`src/rtl/alu_seq_ctrl.sv`:
```
// Purpose : instruction sequencer that fetches from a synchronous program ROM and dispatches ALU ops to alu_mod.
// Latency : ALU op = FETCH + DECODE + >=1 EXEC cycle (3 min); NOP/JMP/JZ = 2 cycles; HALT parks the sequencer.
// Backpr. : EXEC holds alu_en and all decoded fields until alu_ready; nothing upstream can stall the ROM read.
//
// Ports:
//   clk, rst          - rising-edge clock, asynchronous active-low reset
//   start             - (re)start at address 0, honoured only in IDLE or HALTED
//   instr_data        - ROM read data, valid one cycle after instr_addr
//   alu_out/alu_ready - ALU result and completion handshake (looked at only in EXEC)
//   instr_addr        - program counter to the ROM
//   op_code, *_choice - decoded fields of the last ALU instruction
//   push, pop         - one-cycle pulses in the first EXEC cycle
//   alu_en            - high for the whole of EXEC
//   busy, halted      - status: FETCH/DECODE/EXEC, and HALTED
//   zero_flag         - last completed ALU result was zero
module alu_seq_ctrl #(
    parameter int WIDTH   = 8,
    parameter int IWIDTH  = 8,
    parameter int ADDR_W  = 6,
    parameter int INSTR_W = 24
) (
    input  logic               clk,
    input  logic               rst,
    input  logic               start,
    input  logic [INSTR_W-1:0] instr_data,
    input  logic [WIDTH-1:0]   alu_out,
    input  logic               alu_ready,
    output logic [ADDR_W-1:0]  instr_addr,
    output logic [IWIDTH-1:0]  op_code,
    output logic [1:0]         source1_choice,
    output logic [1:0]         source2_choice,
    output logic [1:0]         dest_choice,
    output logic               push,
    output logic               pop,
    output logic               alu_en,
    output logic               busy,
    output logic               halted,
    output logic               zero_flag
);

    // Reserved opcodes sit at the top of the opcode space (all ones and just below).
    localparam logic [IWIDTH-1:0] OP_NOP  = '0;
    localparam logic [IWIDTH-1:0] OP_HALT = {IWIDTH{1'b1}};
    localparam logic [IWIDTH-1:0] OP_JMP  = {{(IWIDTH-2){1'b1}}, 2'b10};
    localparam logic [IWIDTH-1:0] OP_JZ   = {{(IWIDTH-2){1'b1}}, 2'b01};

    typedef enum logic [2:0] {
        S_IDLE,
        S_FETCH,
        S_DECODE,
        S_EXEC,
        S_HALTED
    } state_t;

    state_t state, state_nxt;

    logic [ADDR_W-1:0] pc, pc_nxt;
    logic [1:0]        ir_pp, ir_pp_nxt;          // {push, pop} bits of the instruction in flight
    logic              first_exec, first_exec_nxt;
    logic              zero_q, zero_nxt;
    logic [IWIDTH-1:0] op_q, op_nxt;
    logic [1:0]        src1_q, src1_nxt;
    logic [1:0]        src2_q, src2_nxt;
    logic [1:0]        dest_q, dest_nxt;

    // Decode straight off the ROM data bus; it is only meaningful in DECODE.
    logic [IWIDTH-1:0] dec_op;
    logic [ADDR_W-1:0] dec_target;
    logic [ADDR_W-1:0] pc_inc;
    logic              unused_operand_hi;

    assign dec_op            = instr_data[IWIDTH+15:16];
    assign dec_target        = instr_data[ADDR_W-1:0];
    assign pc_inc            = pc + ADDR_W'(1);   // wraps modulo 2^ADDR_W
    // Operand bits above the jump target carry no meaning for this sequencer.
    assign unused_operand_hi = ^instr_data[7:ADDR_W];

    // ------------------------------------------------------------------
    // State register
    // ------------------------------------------------------------------
    always_ff @(posedge clk or negedge rst) begin
        if (!rst) begin
            state <= S_IDLE;
        end else begin
            state <= state_nxt;
        end
    end

    // ------------------------------------------------------------------
    // Next-state and datapath next values
    // ------------------------------------------------------------------
    always_comb begin
        state_nxt      = state;
        pc_nxt         = pc;
        ir_pp_nxt      = ir_pp;
        first_exec_nxt = 1'b0;
        zero_nxt       = zero_q;
        op_nxt         = op_q;
        src1_nxt       = src1_q;
        src2_nxt       = src2_q;
        dest_nxt       = dest_q;

        case (state)
            S_IDLE, S_HALTED: begin
                if (start) begin
                    pc_nxt    = '0;
                    state_nxt = S_FETCH;
                end
            end

            S_FETCH: begin
                state_nxt = S_DECODE;
            end

            S_DECODE: begin
                ir_pp_nxt = instr_data[9:8];
                if (dec_op == OP_HALT) begin
                    state_nxt = S_HALTED;
                end else if (dec_op == OP_JMP) begin
                    pc_nxt    = dec_target;
                    state_nxt = S_FETCH;
                end else if (dec_op == OP_JZ) begin
                    pc_nxt    = zero_q ? dec_target : pc_inc;
                    state_nxt = S_FETCH;
                end else if (dec_op == OP_NOP) begin
                    pc_nxt    = pc_inc;
                    state_nxt = S_FETCH;
                end else begin
                    // ALU op: capture the fields so they stay put for the whole handshake
                    // and keep their value once it completes.
                    op_nxt         = dec_op;
                    src1_nxt       = instr_data[15:14];
                    src2_nxt       = instr_data[13:12];
                    dest_nxt       = instr_data[11:10];
                    first_exec_nxt = 1'b1;
                    state_nxt      = S_EXEC;
                end
            end

            S_EXEC: begin
                if (alu_ready) begin
                    zero_nxt  = (alu_out == '0);
                    pc_nxt    = pc_inc;
                    state_nxt = S_FETCH;
                end
            end

            default: begin
                state_nxt = S_IDLE;
            end
        endcase
    end

    // ------------------------------------------------------------------
    // Datapath registers
    // ------------------------------------------------------------------
    always_ff @(posedge clk or negedge rst) begin
        if (!rst) begin
            pc         <= '0;
            ir_pp      <= '0;
            first_exec <= 1'b0;
            zero_q     <= 1'b0;
            op_q       <= '0;
            src1_q     <= '0;
            src2_q     <= '0;
            dest_q     <= '0;
        end else begin
            pc         <= pc_nxt;
            ir_pp      <= ir_pp_nxt;
            first_exec <= first_exec_nxt;
            zero_q     <= zero_nxt;
            op_q       <= op_nxt;
            src1_q     <= src1_nxt;
            src2_q     <= src2_nxt;
            dest_q     <= dest_nxt;
        end
    end

    // ------------------------------------------------------------------
    // Outputs. Strobes decode from the state register so an asynchronous
    // reset mid-EXEC removes them without waiting for a clock.
    // ------------------------------------------------------------------
    assign instr_addr     = pc;
    assign op_code        = op_q;
    assign source1_choice = src1_q;
    assign source2_choice = src2_q;
    assign dest_choice    = dest_q;
    assign zero_flag      = zero_q;

    assign alu_en = (state == S_EXEC);
    assign push   = (state == S_EXEC) && first_exec && ir_pp[1];
    assign pop    = (state == S_EXEC) && first_exec && ir_pp[0];
    assign busy   = (state == S_FETCH) || (state == S_DECODE) || (state == S_EXEC);
    assign halted = (state == S_HALTED);

endmodule
```
`config.mk`:
```
export PLATFORM = sky130hd
export DESIGN_NAME = alu_seq_ctrl
export DESIGN_NICKNAME = d
export VERILOG_FILES = /design/src/rtl/alu_seq_ctrl.sv
export SDC_FILE = /design/constraint.sdc
export NUM_CORES = 1
export LEC_CHECK = 0
export ABC_CLOCK_PERIOD_IN_PS = 1880
export BUFFER_PORTS_ARGS = -buffer_cell sky130_fd_sc_hd__buf_2
export CORE_UTILIZATION = 41
export DETAILED_ROUTE_END_ITERATION = 12
export GPL_TIMING_DRIVEN = 0
export HOLD_SLACK_MARGIN = 0.12
export PLACE_DENSITY = 0.79
export SLEW_MARGIN = 25
export SYNTH_ARGS = -nofsm -noshare
export SYNTH_HDL_FRONTEND = slang
export SYNTH_SLANG_ARGS = --single-unit
```
`constraint.sdc`:
```
create_clock -name clk -period 1.88 [get_ports clk]
set_input_delay 0.188 -clock clk [delete_from_list [all_inputs] [get_ports clk]]
set_output_delay 0.188 -clock clk [all_outputs]
set_load 0.01 [all_outputs]
```
# Yosys cells after proc, flatten, opt, wreduce, memory -nomap -nowiden
# Index checks and enable logic that the tools add are counted.
# classes
mux	20
n_eq_ne	11
add_sub_neg	1
reduce_logical	14
bitwise	4
# ops
cell	n
6-bit two-way mux	7
8-bit equality test, second input constant	3
6-bit one-hot mux with 3 select lines	1
8-bit logical NOT	2
3-bit one-hot mux with 4 select lines	1
5-bit AND reduction	2
3-bit two-way mux	3
6-bit by 1-bit adder with 6-bit output, second input constant	1
3-bit by 2-bit equality test with 1-bit output, second input constant	2
2-bit two-way mux	3
2-bit inequality test, second input constant	3
1-bit two-way mux	5
4-bit inequality test, second input constant	1
1-bit inverter	4
2-bit AND reduction	2
3-bit by 1-bit equality test with 1-bit output, second input constant	1
3-bit equality test, second input constant	1
1-bit logical AND	3
3-bit logical NOT	1
3-bit nonzero test	1
1-bit logical OR	2
2-bit OR reduction	1
# totals
wordCells	59
out_inout_bits	26
input_bits	36
ff_bits	27

# Logic depth before layout (Yosys ltp)
# Gate-level depths: netlist of the first run.
# logic_depth
depth_word	6
mapped_depth	7
depth_no_buf	6

# Worst setup path before layout of the first run
# Ideal clock, no wire load.
# synth_timing
path_type	register -> register
start	reg state[0]
end	reg op_q[2] (netlist: op_code[2])
setup_time_ns	0.125
arrival_time_ns	1.874
setup_slack_ns	-0.118
path_buffers	2
required_time_ns	1.755
stages_incl_launch_ff	7
period_less_slack_ns	1.998
path_cell_list	dfrtp_1 > clkbuf_1 > nor3b_2 > o41ai_4 > a21oi_2 > buf_6 > mux2_2
# synth_between
elab_chain_len	2
# synth_lines
item	line_no	rtl
start: declaration	55	state_t state, state_nxt;
start signal: assignment	85	state <= state_nxt;
3-bit by 2-bit equality test with 1-bit output	103	case (state)
5-bit AND reduction (no line)	n/a	
end signal: assignment	172	op_q <= op_nxt;
end: declaration	61	logic [IWIDTH-1:0] op_q, op_nxt;
# Every way passes these cells.
# A chain may end at the register's enable or synchronous reset.

# Worst setup path after layout of the first run
# layout_timing
start	reg state[2]
end	out pop
# layout_between
elab_chain_len	3
# layout_lines
item	line_no	rtl
3-bit by 2-bit equality test with 1-bit output	192	assign pop = (state == S_EXEC) && first_exec && ir_pp[0];
1-bit logical AND (2 in a row)	192	
end: declaration	34	output logic pop,
# Every way passes these cells.

==> flow_metrics.env, run 1 <==
export IMPL_grt_max_degree=28
export IMPL_clockBufferDepth=2
export IMPL_rows=20
export IMPL_critical_path_slowest_cell="dfrtp_2"
export IMPL_nets=238
export IMPL_rsz0062_at_grt="false"
export IMPL_outcome="finished, final reports clean"
export IMPL_fmax_mhz=571
export IMPL_ant_nets=0
export IMPL_yosys_warnings=0
export IMPL_maxCapViolations=0
export IMPL_antenna_cells=0
export IMPL_syn_to_final_growth_pct=41.2
export IMPL_maxSlewHeadroom_pct=57.8
export IMPL_antenna_found_initial=0
export IMPL_path_clk_slew_ns=0.14
export IMPL_cts_buffers_inserted=3
export IMPL_crit_chain="nand2b_2 -> nor2_2 -> and3_1 -> buf_2"
export IMPL_place_area_sq_mm=0.00171
export IMPL_io_buffers=59
export IMPL_tightest_slew_ns=0.630
export IMPL_grt_use_total_pct=20.1
export IMPL_drv_slew=0
export IMPL_cp_max_fo=7
export IMPL_fin_crit_sh_pct=93.1
export IMPL_endpoint_kind="output pin"
export IMPL_insertion_delay_ns=0.31
export IMPL_cts_root_buffer="clkbuf_4"
export IMPL_yosysSeqAreaShare_pct=50.0
export IMPL_final_cells=244
export IMPL_viasPerCell=5.24
export IMPL_r2r_start="state[0]"
export IMPL_syn_nets=160
export IMPL_initial_core_util_pct=43.9
export IMPL_crit_type="register to output pin"
export IMPL_grt_pass1_vias=1233
export IMPL_grt_pass1_wl_um=5320
export IMPL_hold_class="primary input to register"
export IMPL_synth_edf_count=0
export IMPL_wl_per_cell_um=13.5
export IMPL_hp_start="instr_data[18]"
export IMPL_slowest_delay_ns=0.48
export IMPL_async_flop_share_pct=100
export IMPL_htreeDepth=1
export IMPL_post_place_cells=226
export IMPL_gp_congestion=0.806
export IMPL_crit_start="state[2]"
export IMPL_finish_utilization_pct=62.0
export IMPL_io_pins=62
export IMPL_hold_viol=0
export IMPL_vias=1279
export IMPL_cp_required_ns=1.69
export IMPL_cts_tree="yes"
export IMPL_drc=0
export IMPL_die_h_um=59.4
export IMPL_drt_first_pass_iters=4
export IMPL_ir_drop_uv=757
export IMPL_power_leakage_nw=0.881
export IMPL_fin_area_sq_mm=0.00191
export IMPL_drt_total_wl_um=3310
export IMPL_syn_inst=123
export IMPL_synth_area_sq_mm=0.00135
export IMPL_ys_ff_latch=27
export IMPL_synth_distinct_cells=37
export IMPL_die_w_um=59.4
export IMPL_fin_skew_ns=0.00275
export IMPL_cp_start_kind="register"
export IMPL_setup_viol_count_final=0
export IMPL_layout_drive_gt1_share_pct=45.0
export IMPL_period_minus_slack_ns=1.75
export IMPL_syn_avg_cell_area_sq_um=11.0
export IMPL_drt_iter0_markers=51
export IMPL_holdWs_ns=0.132
export IMPL_worstPathArrival_ns=1.56
export IMPL_cts_sinks=27
export IMPL_powerDensity_mw_per_mm2=1300
export IMPL_coreArea_sq_mm=0.00308
export IMPL_fillers=267
export IMPL_ys_flop_type="dfrtp_1"
export IMPL_dieArea_sq_mm=0.00353
export IMPL_hpwlAfterDp_um=2420
export IMPL_grt_overflow_total=0
[layout by cell type, fill, tap and decap left out, types with 4 or more instances in the layout]
master / netlist / final
buf_4: 0 / 4
nor3_1: 5 / 5
inv_1: 4 / 4
dfrtp_1: 27 / 25
o21ai_0: 6 / 6
a21oi_1: 7 / 7
nand2_1: 9 / 9
dlygate4sd3_1: 0 / 11
nor2_1: 8 / 6
buf_2: 0 / 59
mux2_1: 5 / 5
mux2_2: 11 / 11
[what timing repair did]
action	in CTS	in global routing
endpoints found under the setup margin	22	6
gates resized for setup	2	5
pin swaps	1	1
endpoints found under the hold margin	36	1
hold buffers	10	1
buffers inserted	4	0
[power breakdown]
part	leakage [nW]	switching (mW)	internal (mW)	total, mW
Combinational	0.535	0.601	0.627	1.23
Sequential	0.331	0.179	0.821	1.00
Clock	0.0150	0.160	0.0828	0.243
Total	0.881	0.940	1.53	2.47
[routing by layer]
metal	share of wire [%]	track usage, %	up-vias	wire [um]
met5	0	0	-	0
met4	0.60	5.10	0	20
met3	4.4	2.18	2	147
met2	51	36.9	41	1700
met1	44	25.1	621	1440
li1	-	-	615	-
[synthesized netlist by cell type (all sizes together) (2+ instances only)]
| cell type | instances | area share (%) |
|---|---|---|
| a21oi | 8 | 3.2 |
| a22o | 2 | 1.3 |
| a31oi | 2 | 0.93 |
| a32oi | 2 | 1.3 |
| and3 | 3 | 1.4 |
| dfrtp | 27 | 50 |
| inv | 4 | 1.1 |
| mux2 | 16 | 13 |
| nand2 | 9 | 2.5 |
| nand2b | 3 | 1.4 |
| nand3 | 3 | 1.1 |
| nor2 | 8 | 2.2 |
| nor2b | 2 | 0.93 |
| nor3 | 5 | 1.9 |
| nor4 | 3 | 1.4 |
| o21ai | 8 | 3.2 |
| o22ai | 2 | 0.93 |
| or2 | 2 | 0.93 |
| or4 | 2 | 1.4 |
[kinds of logic (layout without fill, tap and decap cells)]
logic type / Yosys count / count (layout) / share of synthesized area [%]
multiplexers: 16 / 16 / 13.3
AO/OA/AOI/OAI: 28 / 28 / 15.3
buffers and inverters: 6 / 83 / 2.22
flip-flops: 27 / 27 / 50.0
AND/OR/NAND/NOR: 44 / 44 / 17.5
XOR/XNOR: 1 / 1 / 0.649
adder cells (fa/ha/maj): 1 / 1 / 0.927
[cell type report]
type	instances	area [sq um]	share of cell area (%)
Clock buffer	4	26.3	1.38
Buffer	1	11.3	0.591
Inverter	4	15.0	0.787
Multi-Input combinational cell	90	686	36.0
Sequential cell	27	678	35.6
Timing Repair Buffer	74	435	22.8
Tap cell	44	55.1	2.89
[worst paths after layout]
path	end	slack, ns	depth (start not counted)
setup / recovery	pop	0.13	4
hold / removal	op_code[2]	0.13	2
setup reg to reg	op_code[6]	0.13	5
hold reg to reg	op_code[3]	0.50	1
max in group asynchronous	state[0]	1.06	2
min in group asynchronous	instr_addr[5]	0.40	2
[sequential cells by signal (all words and copies together) (netlist names)]
register	flops
ir_pp	2
state	3
first_exec	1
op_code	8
source1_choice	2
dest_choice	2
zero_flag	1
source2_choice	2
instr_addr	6
[critical path: cells and delay by family (launching register included)]
family,cells,cell delay (ns)
flops,1,0.48
simple gates,3,0.65
buf+inv,1,0.12
[stage by stage]
stage                     setup WS (ns)  power [mW]  setup TNS, ns
after global routing             0.0103        2.65              0
after floorplan                  0.0217        1.71              0
after detailed placement         -0.233        2.12          -2.69
after global placement           -0.216        2.08          -2.46
final                             0.130        2.47              0
after CTS                        0.0673        2.45              0
Note: power is estimated with default switching activity, not from simulation.
==> run 2: changes to the inputs <==
Settings changed: CORE_ASPECT_RATIO set to 0.9.
==> run 2 against run 1 <==
Compared with the run above:
- routed wire length grew 12%
- global-route usage rose by 2.0 points
- combinational power barely moved
- register-to-register slack got worse by 0.02 ns
- clock power increased by 7%
- maximum frequency fell by 3.5%
- sequential power barely moved
- final cell count is 1.2% higher
- hold slack improved by 0.0081 ns
- clock skew is 0.0018 ns higher
- utilization grew 1.2 points
- non-clock buffer count rose by 5
- largest cell class is now flip-flops and latches
==> flow_metrics.env, run 2 (synthesis results as in run 1) <==
export IMPL_cts_buffers_inserted=3
export IMPL_io_buffers=59
export IMPL_worst_slack_ns=0.0669
export IMPL_ir_drop_uv=975
export IMPL_powerDensity_mw_per_mm2=1270
export IMPL_viasPerCell=5.31
export IMPL_clockBufferDepth=2
export IMPL_drt_first_pass_iters=4
export IMPL_power_leakage_nw=0.903
export IMPL_largest_reg_flops=8
export IMPL_cts_root_buffer="clkbuf_4"
export IMPL_path_clk_slew_ns=0.15
export IMPL_ff_latch_area_sq_um=678
export IMPL_coreArea_sq_mm=0.00309
export IMPL_drc=0
export IMPL_cts_sinks=27
export IMPL_cp_max_fo=7
export IMPL_syn_to_final_growth_pct=44.5
export IMPL_initial_core_util_pct=43.7
export IMPL_die_h_um=56.4
export IMPL_finalSetupTns_ns=0
export IMPL_post_place_cells=224
export IMPL_place_area_sq_mm=0.00171
export IMPL_htreeDepth=1
export IMPL_nets=243
export IMPL_hold_viol=0
export IMPL_mostFrequentLayoutCells="59 x buf_2, 25 x dfrtp_1, 18 x dlygate4sd3_1, 11 x mux2_2, 9 x nand2_1"
export IMPL_grt_max_degree=28
export IMPL_setup_viol_count_final=0
export IMPL_die_w_um=62.5
export IMPL_gp_congestion=0.789
export IMPL_wl_per_cell_um=15.0
export IMPL_pre_cts_ws_ns=-0.268
export IMPL_cp_start_kind="register"
export IMPL_worstPathArrival_ns=1.63
export IMPL_tightest_slew_ns=0.657
export IMPL_grt_pass1_vias=1322
export IMPL_antenna_cells=0
export IMPL_io_pins=62
export IMPL_drv_slew=0
export IMPL_drt_iter0_markers=28
export IMPL_grt_use_total_pct=22.2
export IMPL_maxSlewHeadroom_pct=56.0
export IMPL_holdWs_ns=0.140
export IMPL_crit_type="register to output pin"
export IMPL_maxCapViolations=0
export IMPL_layout_drive_gt1_share_pct=42.9
export IMPL_drt_total_wl_um=3720
export IMPL_fillers=262
export IMPL_outcome="finished, final reports clean"
export IMPL_final_common_cell="buf_2"
export IMPL_insertion_delay_ns=0.33
export IMPL_fin_area_sq_mm=0.00195
export IMPL_hold_class="primary input to register"
export IMPL_rows=19
export IMPL_cts_tree="yes"
export IMPL_cp_required_ns=1.69
export IMPL_vias=1312
export IMPL_fin_skew_ns=0.00455
export IMPL_antenna_found_initial=0
export IMPL_fin_crit_sh_pct=96.4
export IMPL_endpoint_kind="output pin"
export IMPL_multi_input_area_sq_um=676
export IMPL_ant_nets=0
export IMPL_grt_pass1_wl_um=6110
export IMPL_dieArea_sq_mm=0.00353
export IMPL_period_minus_slack_ns=1.81
export IMPL_fmax_mhz=552
export IMPL_grt_overflow_total=0
export IMPL_final_cells=247
export IMPL_hpwlAfterDp_um=2400
[run 2: cell types whose count changed in the layout (fill, tap and decap cells not counted), sizes merged]
cell,before,now
clkinv,0,1
buf,64,62
dlygate4sd3,11,18
clkbuf,4,3
[run 2: final timing paths]
check                      startpoint            end  slack, ns  depth (start not counted)
max                          state[2]           push       0.07                          4
min                        alu_out[7]      zero_flag       0.14                          4
max reg2reg                  state[0]  instr_addr[4]       0.11                          5
min reg2reg                op_code[7]     op_code[7]       0.51                          1
max in group asynchronous         rst       state[2]       1.06                          2
min in group asynchronous         rst     op_code[6]       0.40                          2
[run 2: report_power, final]
group | switching (mW) | internal (mW)
logic | 0.612 | 0.602
clock network | 0.180 | 0.0799
registers | 0.190 | 0.821
[run 2: what timing repair did]
item,CTS,global route
hold buffers,18,0
buffers inserted,2,0
gates cloned,0,0
hold endpoints to repair,41,0
pin swaps,1,1
gates resized for setup,2,3
endpoints found under the setup margin,23,7
[run 2: layer usage]
metal  vias up  wire length [um]  global-route usage [%]
li1        618                 -                       -
met1       627              1520                    27.4
met2        59              1860                    37.3
met3         8               258                    4.67
met4         0                79                    9.97
met5         -                 0                       0
[run 2: metrics by stage]
step	utilization (%)	total power, mW
4_1_cts	63.0	2.45
3_5_place_dp	55.4	2.13
5_1_grt	63.1	2.65
6_report	63.1	2.48
2_1_floorplan	-	1.71
3_3_place_gp	55.4	2.07
[run 2: critical path: stages, from the launching register on]
cell and delay (ns):
dfrtp_2 0.49, nand2b_2 0.27, nor2_2 0.20, and3_1 0.19
buf_2 0.14
[run 2: cell type report]
cell class	instances	share of cell area [%]
Timing Repair Buffer	79	25.1
Inverter	4	0.770
Clock inverter	1	0.257
Sequential cell	27	34.8
Multi-Input combinational cell	90	34.6
Tap cell	42	2.69
Buffer	1	0.577
Clock buffer	3	1.15
